--- config.mk ---
export PLATFORM = sky130hd
export DESIGN_NAME = i2s_rx_flat
export DESIGN_NICKNAME = d
export VERILOG_FILES = /design/src/rtl/i2s_rx_if.sv /design/src/rtl/i2s_rx.sv /design/src/flat_wrapper.sv
export SDC_FILE = /design/constraint.sdc
export NUM_CORES = 1
export LEC_CHECK = 0
export CAP_MARGIN = 15
export CORE_MARGIN = 3
export CORE_UTILIZATION = 62
export CTS_BUF_LIST = sky130_fd_sc_hd__clkbuf_8
export CTS_CLUSTER_SIZE = 24
export DETAILED_ROUTE_END_ITERATION = 6
export GPL_ROUTABILITY_DRIVEN = 0
export PLACE_DENSITY = 0.95
export SLEW_MARGIN = 10
export SYNTH_ARGS = -nofsm -noshare
export SYNTH_HDL_FRONTEND = slang
export SYNTH_SLANG_ARGS = --single-unit
--- constraint.sdc ---
create_clock -name clk -period 6.35 [get_ports clk]
set_input_delay 0.9525 -clock clk [delete_from_list [all_inputs] [get_ports clk]]
set_output_delay 0.9525 -clock clk [all_outputs]
set_load 0.01 [all_outputs]
--- src/rtl/i2s_rx_if.sv ---
// Three-wire I2S bus: bit clock, word select and serial data.
interface i2s;
    logic sclk;
    logic lrclk;
    logic sdi;

    modport rx (input sclk, input lrclk, input sdi);
    modport tx (output sclk, output lrclk, output sdi);
endinterface

--- src/rtl/i2s_rx.sv ---
// I2S receiver: synchronises the bus into clk, deserialises L/R slots and emits one
// fifo write per complete left-then-right frame.
module i2s_rx #(
    parameter int DW          = 24,
    parameter int SYNC_STAGES = 2
) (
    input  logic          clk,
    input  logic          rst,
    i2s.rx                rx,
    output logic [DW-1:0] l_sample,
    output logic [DW-1:0] r_sample,
    output logic          wr_en,
    input  logic          wr_full,
    output logic          overflow,
    output logic          short_err,
    input  logic          err_clr
);
    localparam int CW = $clog2(DW + 1);

    typedef enum logic [1:0] {SYNC, LEFT, RIGHT} state_t;

    // one shared chain so sclk, lrclk and sdi keep their relative alignment
    logic [SYNC_STAGES-1:0][2:0] sync_q;
    logic                        sclk_s, lr_s, sd_s, sclk_d;
    logic                        rise, lr_q, d_q, lr_prev, primed;
    logic [DW-1:0]               sh, sh_nx, l_hold;
    logic [CW-1:0]               cnt, cnt_nx;
    logic                        done, short_ev;
    state_t                      state;

    assign {sclk_s, lr_s, sd_s} = sync_q[SYNC_STAGES-1];

    always_comb begin
        sh_nx  = sh;
        cnt_nx = cnt;
        if (cnt < CW'(DW)) begin
            sh_nx  = sh | (DW'(d_q) << (CW'(DW - 1) - cnt));
            cnt_nx = cnt + CW'(1);
        end
    end

    // the bit sampled on a word-select flip is the LSB of the slot of lr_prev
    assign done     = rise & (lr_q != lr_prev);
    assign short_ev = done & primed & (state != SYNC) & (cnt_nx < CW'(DW));

    always_ff @(posedge clk or posedge rst) begin
        if (rst) begin
            sync_q    <= '0;
            sclk_d    <= 1'b0;
            rise      <= 1'b0;
            lr_q      <= 1'b0;
            d_q       <= 1'b0;
            lr_prev   <= 1'b1;
            primed    <= 1'b0;
            sh        <= '0;
            cnt       <= '0;
            l_hold    <= '0;
            l_sample  <= '0;
            r_sample  <= '0;
            wr_en     <= 1'b0;
            overflow  <= 1'b0;
            short_err <= 1'b0;
            state     <= SYNC;
        end else begin
            sync_q <= {sync_q[SYNC_STAGES-2:0], rx.sclk, rx.lrclk, rx.sdi};
            sclk_d <= sclk_s;
            rise   <= sclk_s & ~sclk_d;
            lr_q   <= lr_s;
            d_q    <= sd_s;
            wr_en  <= 1'b0;

            if (rise) begin
                lr_prev <= lr_q;
                primed  <= 1'b1;
                if (done) begin
                    sh  <= '0;
                    cnt <= '0;
                end else begin
                    sh  <= sh_nx;
                    cnt <= cnt_nx;
                end
                // the first rise after reset only seeds lr_prev: it cannot prove a slot boundary
                if (done && primed) begin
                    case (state)
                        SYNC:  if (lr_prev) state <= LEFT;
                        LEFT:  if (!lr_prev) begin
                                   l_hold <= sh_nx;
                                   state  <= RIGHT;
                               end
                        RIGHT: if (lr_prev) begin
                                   l_sample <= l_hold;
                                   r_sample <= sh_nx;
                                   wr_en    <= 1'b1;
                                   state    <= LEFT;
                               end
                        default: state <= SYNC;
                    endcase
                end
            end

            overflow  <= (overflow & ~err_clr) | (wr_en & wr_full);
            short_err <= (short_err & ~err_clr) | short_ev;
        end
    end
endmodule

--- src/flat_wrapper.sv ---
// flat-port wrapper written by rule: the top's interface ports become plain ports
module i2s_rx_flat 
#(
    parameter int DW          = 24,
    parameter int SYNC_STAGES = 2
)
  (clk, rst, l_sample, r_sample, wr_en, wr_full, overflow, short_err, err_clr, rx_sclk, rx_lrclk, rx_sdi);
  i2s rx_i ();
  input  logic clk;
  input  logic rst;
  output logic [DW-1:0] l_sample;
  output logic [DW-1:0] r_sample;
  output logic wr_en;
  input  logic wr_full;
  output logic overflow;
  output logic short_err;
  input  logic err_clr;
  input wire logic [$bits(rx_i.sclk)-1:0] rx_sclk;
  input wire logic [$bits(rx_i.lrclk)-1:0] rx_lrclk;
  input wire logic [$bits(rx_i.sdi)-1:0] rx_sdi;
  assign rx_i.sclk = rx_sclk;
  assign rx_i.lrclk = rx_lrclk;
  assign rx_i.sdi = rx_sdi;
  i2s_rx #(.DW(DW), .SYNC_STAGES(SYNC_STAGES)) u_core (.clk(clk), .rst(rst), .rx(rx_i), .l_sample(l_sample), .r_sample(r_sample), .wr_en(wr_en), .wr_full(wr_full), .overflow(overflow), .short_err(short_err), .err_clr(err_clr));
endmodule
==> results.md, run 1 <==
* Cell variety after synth at 39
* Seq/Total Area, Yosys at 0.6354
* Crit. End Element: flop
* GRT Util Overall at 0.2932
* Post-synthesis mux area share at 0.06270
* Status: finished with violations
* Number of global-route vias before repair at roughly 3800
* Unrepaired setup endpoints after global routing: no
* Post-synth ARST share at 1.000
* Worst path arrival time at approximately 3.0 ns
* Adder-cell share of the synthesized area at 0.005382
* Starting Density at 0.6624
* Fillers at ~360
* DRC Markers at 1
* Clk root buf: clkbuf_8
* CTS H-tree depth at 4
* Leakage Power at 2.563 nW
* Slew @ Worst Pin at approximately 0.72 ns
* Top FF cell, synth: dfrtp_1
* Synth Instances at roughly 420
* Final net count at about 480
* CP Data Required Time at about 6.7 ns
* Post-synth EDFFs at 0
* Final hold violation count at 0
* Fmax at about 370 MHz
* Largest family of logic cells by synthesized area: compound AO/OA/AOI/OAI gates
* Synthesized area per cell at approximately 11 um^2
* Net Count, Synth at between 400 and 500
* Core footprint at between 7000 and 8000 um^2
* Die area at between 8000 and 9000 um^2
* Post-DRT Antenna Nets at 0
* Reg2reg setup slack at roughly 3.6 ns
* Die Ht at approximately 93 um
* # rows at 30
* Crit path cell chain: nand2_2 > nor3_4 > buf_4 > mux2_2
* Port bufs at 57
* Total Power at between 2 and 3 mW
* Post-Route WL at 11530 um
* DRT Pass-1 Iters at 7
* #FFs+latches synth at between 100 and 150
* Post-Layout Cell Count at between 500 and 600
* Slew Limit Fails at 0
* Synthesized area at between 4000 and 5000 um^2
* Pwr/cell area at ~450 nW/um^2
* CTS Buf Count at 17
* I/O Pins at 58
* Vias post-DR at 3667
* P&R area growth vs syn at 21.85%
* CTS tree: yes
* Max Buffers Root-to-Sink at 2
* Largest net degree at the start of global routing at 65
* Simple-gate share of the synthesized area at 0.1230
* Setup Skew at between 0.01 and 0.015 ns
* Hold_buf cts at 0
* Later-pin clock latency in the skew report at between 0.4 and 0.5 ns
* Commonest non-fill, non-tap cell in the layout: dfrtp_1
* Max_cap viols at 0
* Placed insts at 547
* Crit path largest cell delay at about 0.73 ns
* Final setup fails at 0
* PostCTS Resize Cnt at 0
* Worst Hold Slack at about 0.36 ns
* Yosys Warn Count at 0
* Antenna violations before repair at 0
* Post-CTS Setup Bufs at 0
* Most frequent cells in the layout: dfrtp_1, nor2_1, a21oi_1
* Final Cycle Share at 0.4253
* Hold Crit Class: reg -> reg
* Worst Path Max Fanout at 64
* Critical Path Source Type: flop
* Slowest-stage cell, CP: dfrtp_1
* Setup TNS at 0 ns
* DR vias/cell at ~6.3
* First DRT Iteration DRCs at around 610
* Slew headroom at 0.5168
* Tmin final at between 2 and 3 ns
* Clock transition at path regs at approximately 0.070 ns
* GRT Residual Overflow at 0
* Synth Area in Compound Gates at 0.1319
* Antenna fix cells at 0
* Final HPWL DP at between 6000 and 7000 um
* IR drop worst, VDD at ~290 uV
* Failing checks: design-rule violations
* Pre-CTS setup slack at about 3.6 ns
* Setup CP Type: reg -> reg
* First-pass GRT wire length at between 15000 and 20000 um
* Drt wl/cell at about 20 um
* # clock sinks at roughly 120
* Die width at roughly 93 um
* XOR/XNOR Fraction of Synth Area at 0.007535
* Worst setup margin at about 3.6 ns
* Layout cells sized above 1 at 0.09731
[registers in the layout (all words and copies together), names as in the netlist]
signal / cells
u_core.lr_s: 1
u_core.d_q: 1
u_core.rise: 1
u_core.r_sample: 24
u_core.sclk_s: 1
u_core.short_err: 1
u_core.state: 2
u_core.wr_en: 1
u_core.primed: 1
u_core.l_hold: 24
u_core.overflow: 1
u_core.lr_prev: 1
u_core.sync_q: 3
u_core.sh: 24
u_core.cnt: 5
u_core.l_sample: 24
u_core.lr_q: 1
u_core.sd_s: 1
u_core.sclk_d: 1
[cell usage after synthesis, types with 2 or more instances]
master    instances  area [um^2]
inv_1             8        30.03
nor2b_1           4        25.02
buf_6             2        22.52
xor2_1            2        17.52
dfrtp_1         117         2928
nand3_1           3        15.01
nand2_1          19        71.32
clkbuf_1          9        33.78
a22o_1            4        35.03
nand4b_1          3        26.28
mux2_1           19        214.0
o21ai_0          15        75.07
mux2_2            6        67.56
and4_1            3        26.28
a41oi_1           2        17.52
nor3_1            4        20.02
xnor2_1           2        17.52
buf_4             3        22.52
a31oi_1          13        81.33
a21oi_1          71        355.3
nand2b_1          4        25.02
nor2_1           74        277.8
buf_2            10        50.05
nor4b_1           2        17.52
ha_1              2        25.02
[cell families (layout without fill, tap and decap cells)]
| group | count (synthesis) | in the layout |
|---|---|---|
| adders and majority gates | 2 | 2 |
| AOI/OAI and AO/OA | 111 | 111 |
| and+or+nand+nor | 122 | 122 |
| DFF | 118 | 118 |
| muxes | 26 | 26 |
| buffers and inverters | 32 | 100 |
| xor gates and xnor gates | 4 | 4 |
[report_power, final]
part	switching, mW	internal (mW)	total [mW]
sequential	0.159	0.974	1.13
combinational	0.318	0.355	0.673
clock	0.316	0.402	0.718
total	0.793	1.73	2.52
[routing by layer]
metal | up-vias | GRT usage | part of all wire
met5 | - | 0 | 0
met1 | 1800 | 0.3365 | 0.37
met2 | 238 | 0.4852 | 0.50
met3 | 84 | 0.07799 | 0.077
li1 | 1545 | - | -
met4 | 0 | 0.1894 | 0.053
[worst max-delay path: cells and delay by family (launching register included)]
family / cells / cell delay (ns)
buffers and inverters: 1 / 0.66
flip-flops: 1 / 0.73
multiplexers: 1 / 0.42
AND/OR/NAND/NOR: 2 / 0.75
[area by class of cell]
type                    instances  area (um^2)  area share
well taps                      96        120.1     0.02120
flip-flops and latches        118         2954      0.5214
multi-input cells             265         1541      0.2721
inverters                       8        32.53    0.005742
repair buffers                 60        593.1      0.1047
clock inverters                14        176.4     0.03114
clock buffers                  18        247.7     0.04373
[worst paths after layout]
kind / startpoint / to / cells past startpoint
max: u_core.rise / u_core.l_sample[21] / 4
min: u_core.sync_q[0] / u_core.sd_s / 0
max reg2reg: u_core.rise / u_core.l_sample[21] / 4
min reg2reg: u_core.sync_q[0] / u_core.sd_s / 0
max in group asynchronous: rst / u_core.l_hold[15] / 3
min in group asynchronous: rst / u_core.r_sample[0] / 2
[through the flow]
step	utilization	instance area, um^2
4_1_cts	0.8071	5665
3_5_place_dp	0.7467	5241
5_1_grt	0.8071	5665
2_1_floorplan	-	4649
6_report	0.8071	5665
3_3_place_gp	0.7467	5241
(Power assumes the default switching activity.)
==> inputs of run 2 (changes only) <==
--- a/config.mk
+++ b/config.mk
@@ -7,12 +7,12 @@
 export LEC_CHECK = 0
 export CAP_MARGIN = 15
 export CORE_MARGIN = 3
-export CORE_UTILIZATION = 62
+export CORE_UTILIZATION = 57
 export CTS_BUF_LIST = sky130_fd_sc_hd__clkbuf_8
 export CTS_CLUSTER_SIZE = 24
 export DETAILED_ROUTE_END_ITERATION = 6
 export GPL_ROUTABILITY_DRIVEN = 0
-export PLACE_DENSITY = 0.95
+export PLACE_DENSITY = 0.89
 export SLEW_MARGIN = 10
 export SYNTH_ARGS = -nofsm -noshare
 export SYNTH_HDL_FRONTEND = slang
==> constraint.sdc (replaced) <==
create_clock -name clk -period 2.5 [get_ports clk]
set_input_delay 0.375 -clock clk [delete_from_list [all_inputs] [get_ports clk]]
set_output_delay 0.375 -clock clk [all_outputs]
set_load 0.01 [all_outputs]
==> run 2 against run 1 <==
  * The flow now finishes without violations
  * Utilization shrank 7.5 points
  * Clock-buffer cell count fell by 1
  * Via count down 7.2%
  * Hold slack worse by 0.038 ns
  * Fmax grew 29%
  * Total power increased by 150%
  * Clock skew decreased by 0.0042 ns
  * Sequential cell count did not move
  * Register-to-register slack got worse by 3.2 ns
  * First-iteration DRC count shrank 45%
  * Die area up 8.2%
  * Wire length fell by 18%
  * Critical endpoint is now u_core.l_sample[22]
  * Largest power group unchanged
==> results.md, run 2 (synthesized netlist as in run 1, its figures left out) <==
* Status: complete, no violations
* Clk root buf: clkbuf_8
* Setup TNS at 0 ns
* Max Buffers Root-to-Sink at 2
* # clock sinks at 118
* GRT Residual Overflow at 0
* DR vias/cell at slightly below 6
* Switching Fraction at 0.2980
* Largest net degree at the start of global routing at between 70 and 80
* Clock transition at path regs at about 0.070 ns
* Slew @ Worst Pin at ~0.73 ns
* Later-pin clock latency in the skew report at between 0.4 and 0.5 ns
* Most frequent cells in the layout: dfrtp_1, nor2_1, a21oi_1
* Setup Skew at roughly 0.008 ns
* Worst Hold Slack at 0.3199 ns
* Clk pwr share at 0.283
* I/O Pins at just under 60
* P&R area growth vs syn at 22.95%
* Final HPWL DP at between 6000 and 7000 um
* Slew headroom at 0.5049
* P_int at roughly 4.4 mW
* Final setup fails at 0
* Antenna violations before repair at 0
* Antenna fix cells at 0
* Critical path endpoint: u_core.l_sample[22]
* Commonest non-fill, non-tap cell in the layout: dfrtp_1
* Hold Crit Class: in -> async
* Fin util at 0.7322
* Crit. End Element: flop
* Area of the multi-input gates at about 1500 um^2
* Net Sw Power at 1.856 mW
* Total Power at around 6.2 mW
* Unrepaired setup endpoints after global routing: no
* Final Cycle Share at 0.8359
* Crit path cell chain: nand2_2 > nor3_4 > buf_12 > mux2_2
* Stages on worst setup path at 4
* Slew Limit Fails at 0
* Worst setup margin at 0.4103 ns
* Crit path largest cell delay at roughly 0.72 ns
* Post-CTS Setup Bufs at 0
* Leakage Power at around 2.6 nW
* Number of global-route vias before repair at 3327
* Buffers and inverters on the worst path at 1
* Reg2reg setup slack at 0.41 ns
* # rows at 32
* Drt wl/cell at around 16 um
* Core footprint at roughly 7800 um^2
* Die area at around 9000 um^2
* Final net count at between 400 and 500
* Critical path origin: u_core.rise
* CTS tree: yes
* Hold_buf cts at 0
* Vias post-DR at around 3400
* Pwr/cell area at ~1100 nW/um^2
* Worst-case reg-to-reg path depth at 4
* Die Ht at around 96 um
* Worst path arrival time at ~2.4 ns
* Fillers at between 500 and 600
* Critical Path Source Type: flop
* Final hold violation count at 0
* Max_cap viols at 0
* CTS H-tree depth at 4
* Slowest-stage cell, CP: dfrtp_1
* First DRT Iteration DRCs at 340
* Tmin final at 2.090 ns
* Pre-CTS setup slack at ~0.50 ns
* Worst Path Max Fanout at 73
* Worst R2R End: u_core.l_sample[22]
* Comb pwr share at 0.261
* Post-DRT Antenna Nets at 0
* GRT Util Overall at 0.2233
* Setup CP Type: reg -> reg
* Starting Density at 0.5955
* DRC Markers at 0
* Fmax at about 480 MHz
* RR Startpoint: u_core.rise
* Seq pwr share at 0.456
* Layout cells sized above 1 at 0.1031
* IR drop worst, VDD at about 520 uV
* Die width at approximately 96 um
* First-pass GRT wire length at 15570 um
* CTS Buf Count at 17
* DRT Pass-1 Iters at 7
* CP Data Required Time at 2.82 ns
* Port bufs at between 50 and 60
* Delay-heaviest family, CP: flip-flops
* PostCTS Resize Cnt at 0
* Post-Route WL at 9450 um
* Register Area at just under 3000 um^2
[run 2: worst min path at each step]
stage | start | endpoint | cells after the start
2_1_floorplan | u_core.sd_s | u_core.d_q | 0
3_3_place_gp | u_core.sync_q[0] | u_core.sd_s | 0
3_5_place_dp | u_core.sync_q[2] | u_core.sclk_s | 0
4_1_cts | rst | u_core.l_sample[1] | 2
5_1_grt | rst | u_core.l_sample[1] | 2
6_report | rst | u_core.l_sample[1] | 2
[run 2: power by group through the flow]
| stage | registers, mW | clock network (mW) | logic [mW] |
|---|---|---|---|
| finish | 2.84 | 1.76 | 1.63 |
| global route | 2.92 | 1.88 | 1.80 |
| CTS | 2.84 | 1.79 | 1.65 |
| detailed placement | 2.88 | 0 | 1.64 |
| global placement | 2.85 | 0 | 1.58 |
| floorplan | 2.93 | 0 | 0.659 |
[run 2: layout make-up]
cell class / instances / share of cell area
clock buffer: 17 / 0.04093
clock inverter: 15 / 0.03152
inverter: 8 / 0.005909
multi-input combinational: 265 / 0.2696
sequential: 118 / 0.5167
tap: 102 / 0.02232
timing repair buffer: 62 / 0.1129
[run 2: metal layers]
layer	global-route usage	part of all wire
met1	0.2780	0.40
met3	0.06020	0.051
met4	0.1168	0.024
met2	0.3577	0.53
met5	0	0
[run 2: per-stage QoR]
stage | area, um^2 | cells
global route | 5717 | 587
CTS | 5717 | 587
floorplan | 4653 | 415
finish | 5717 | 587
detailed placement | 5303 | 555
global placement | 5303 | 555
==> inputs of run 3 (changes only) <==
--- a/config.mk
+++ b/config.mk
@@ -7,12 +7,12 @@
 export LEC_CHECK = 0
 export CAP_MARGIN = 15
 export CORE_MARGIN = 3
-export CORE_UTILIZATION = 57
+export CORE_UTILIZATION = 52
 export CTS_BUF_LIST = sky130_fd_sc_hd__clkbuf_8
 export CTS_CLUSTER_SIZE = 24
 export DETAILED_ROUTE_END_ITERATION = 6
 export GPL_ROUTABILITY_DRIVEN = 0
-export PLACE_DENSITY = 0.89
+export PLACE_DENSITY = 0.85
 export SLEW_MARGIN = 10
 export SYNTH_ARGS = -nofsm -noshare
 export SYNTH_HDL_FRONTEND = slang
==> constraint.sdc (replaced) <==
create_clock -name clk -period 1.82 [get_ports clk]
set_input_delay 0.273 -clock clk [delete_from_list [all_inputs] [get_ports clk]]
set_output_delay 0.273 -clock clk [all_outputs]
set_load 0.01 [all_outputs]
==> run 3 against run 2 <==
  * Wire length is 4.6% higher
  * Clock power is 21% higher
  * Non-clock buffer count is 12 higher
  * Global-route usage is 1.6 points lower
  * Cell count is 2.6% higher
  * Utilization is 4.8 points lower
  * Die area is 9.0% higher
  * Critical path depth is 2 higher
  * First-iteration DRC count is 6.2% higher
  * Combinational power is 43% higher
  * Cell area is 1.3% higher
  * Critical path type unchanged
==> results.md, run 3 (synthesized netlist as in run 1, its figures left out) <==
* Drt wl/cell at between 15 and 20 um
* CTS Buf Count at 17
* Final Cycle Share at 0.9685
* Switching Fraction at 0.3065
* Vias post-DR at roughly 3400
* Clk root buf: clkbuf_8
* DR vias/cell at 5.699
* Status: complete, no violations
* Worst R2R End: u_core.l_hold[18]
* Clk pwr share at 0.256
* Hold Crit Class: in -> async
* Slew headroom at 0.6685
* GRT Util Overall at 0.2076
* I/O Pins at slightly below 60
* Worst-case reg-to-reg path depth at 6
* GRT Residual Overflow at 0
* Final setup fails at 0
* Reg2reg setup slack at 0.06 ns
* Setup TNS at 0 ns
* First DRT Iteration DRCs at 361
* Slowest-stage cell, CP: dfrtp_1
* Antenna fix cells at 0
* CP Data Required Time at between 2 and 2.5 ns
* Number of global-route vias before repair at about 3400
* Core footprint at 8464 um^2
* Final HPWL DP at between 6000 and 7000 um
* Comb pwr share at 0.280
* Crit. End Element: flop
* Final net count at 493
* DRT Pass-1 Iters at 6
* Antenna violations before repair at 0
* Worst path arrival time at approximately 2.1 ns
* Placed insts at around 570
* Largest net degree at the start of global routing at 73
* Fmax at 567.3 MHz
* Final hold violation count at 0
* # clock sinks at approximately 120
* Layout cells sized above 1 at 0.1308
* P_int at 5.780 mW
* Area of the multi-input gates at around 1600 um^2
* IR drop worst, VDD at approximately 770 uV
* Worst Hold Slack at 0.2872 ns
* Most frequent cells in the layout: dfrtp_1, nor2_1, a21oi_1
* Post-Layout Cell Count at approximately 600
* Later-pin clock latency in the skew report at between 0.4 and 0.5 ns
* Worst Path Max Fanout at 6
* Fillers at 593
* Port bufs at 57
* First-pass GRT wire length at ~16000 um
* Worst setup margin at ~0.057 ns
* Slew @ Worst Pin at just under 0.5 ns
* Die area at 10110 um^2
* Post-Route WL at just under 10000 um
* Pre-CTS setup slack at -0.04648 ns
* RR Startpoint: u_core.cnt[4]
* Max Buffers Root-to-Sink at 2
* CTS tree: yes
* DRC Markers at 0
* Pwr/cell area at about 1400 nW/um^2
* Net Sw Power at between 2 and 3 mW
* Tmin final at 1.763 ns
* Commonest non-fill, non-tap cell in the layout: dfrtp_1
* P&R area growth vs syn at 24.60%
* Die width at between 100 and 150 um
* CTS H-tree depth at 4
* Crit path cell chain: ha_2 > buf_4 > nor4b_1 > buf_4 > a21oi_1 > a21oi_1
* # rows at 33
* Critical Path Source Type: flop
* Seq pwr share at 0.465
* Setup CP Type: reg -> reg
* Register Area at 2954 um^2
* Slew Limit Fails at 0
* Post-DRT Antenna Nets at 0
* Leakage Power at around 2.6 nW
* Crit path largest cell delay at ~0.42 ns
* Starting Density at 0.5493
* Die Ht at ~100 um
* Clock transition at path regs at 0.07 ns
* Setup Skew at between 0.01 and 0.015 ns
* Max_cap viols at 0
[run 3: cell types whose count changed in the layout (fill, tap and decap cells not counted), moves of 2 or more]
cell,before,now
clkinv_2,3,5
bufinv_16,3,1
inv_1,7,9
buf_4,2,13
nor2_1,74,72
nor2_4,0,2
[run 3: what timing repair did]
action	4_1_cts	5_1_grt
endpoints found under the setup margin	8	18
resized for setup	2	5
setup buffers	0	1
endpoints found under the hold margin	0	0
pin swaps	0	0
hold buffers	0	0
[run 3: area by class of cell]
| type | count | share of cell area |
|---|---|---|
| clock buffers | 18 | 0.04276 |
| well taps | 105 | 0.02268 |
| multi-input cells | 265 | 0.2702 |
| flip-flops and latches | 118 | 0.5099 |
| repair buffers | 74 | 0.1292 |
| inverters | 8 | 0.005832 |
| clock inverters | 14 | 0.01944 |
[run 3: worst max-delay path: cells and delay by family, from the launching register on]
| family | cells | cell delay, ns |
|---|---|---|
| simple gates | 1 | 0.33 |
| fa+ha+maj | 1 | 0.31 |
| buf+inv | 2 | 0.35 |
| compound gates | 2 | 0.27 |
| flops | 1 | 0.42 |
[run 3: power by group through the flow]
stage	Clock, mW	Sequential (mW)	Combinational, mW
final	2.13	3.87	2.33
after global routing	2.30	3.97	2.56
after CTS	2.17	3.88	2.37
after detailed placement	0	3.92	2.33
after global placement	0	3.88	2.25
after floorplan	0	4.03	0.906
[run 3: per-stage QoR]
step                        util  instance area [um^2]  power, mW
after CTS                 0.6813                  5767      8.417
final                     0.6844                  5793      8.335
after global placement    0.6381                  5401      6.125
after global routing      0.6844                  5793      8.838
after floorplan                -                  4653      4.935
after detailed placement  0.6381                  5401      6.246
[run 3: worst max path at each step]
stage	start	end	slack (ns)	cells after the start
global route	u_core.cnt[4]	u_core.l_hold[18]	-0.07	6
floorplan	rst	u_core.cnt[0]	0.11	1
detailed placement	u_core.cnt[4]	u_core.r_sample[14]	-0.05	5
global placement	u_core.cnt[4]	u_core.l_hold[19]	0.06	6
CTS	u_core.cnt[4]	u_core.r_sample[14]	0.08	5
finish	u_core.cnt[4]	u_core.l_hold[18]	0.06	6
[run 3: metal layers]
metal | routed length [um] | up-vias | track usage | share of wire
met2 | 5100 | 133 | 0.3542 | 0.52
met3 | 611 | 25 | 0.05260 | 0.062
li1 | - | 1582 | - | -
met4 | 184 | 0 | 0.07047 | 0.019
met1 | 3985 | 1691 | 0.2581 | 0.40
met5 | 0 | - | 0 | 0
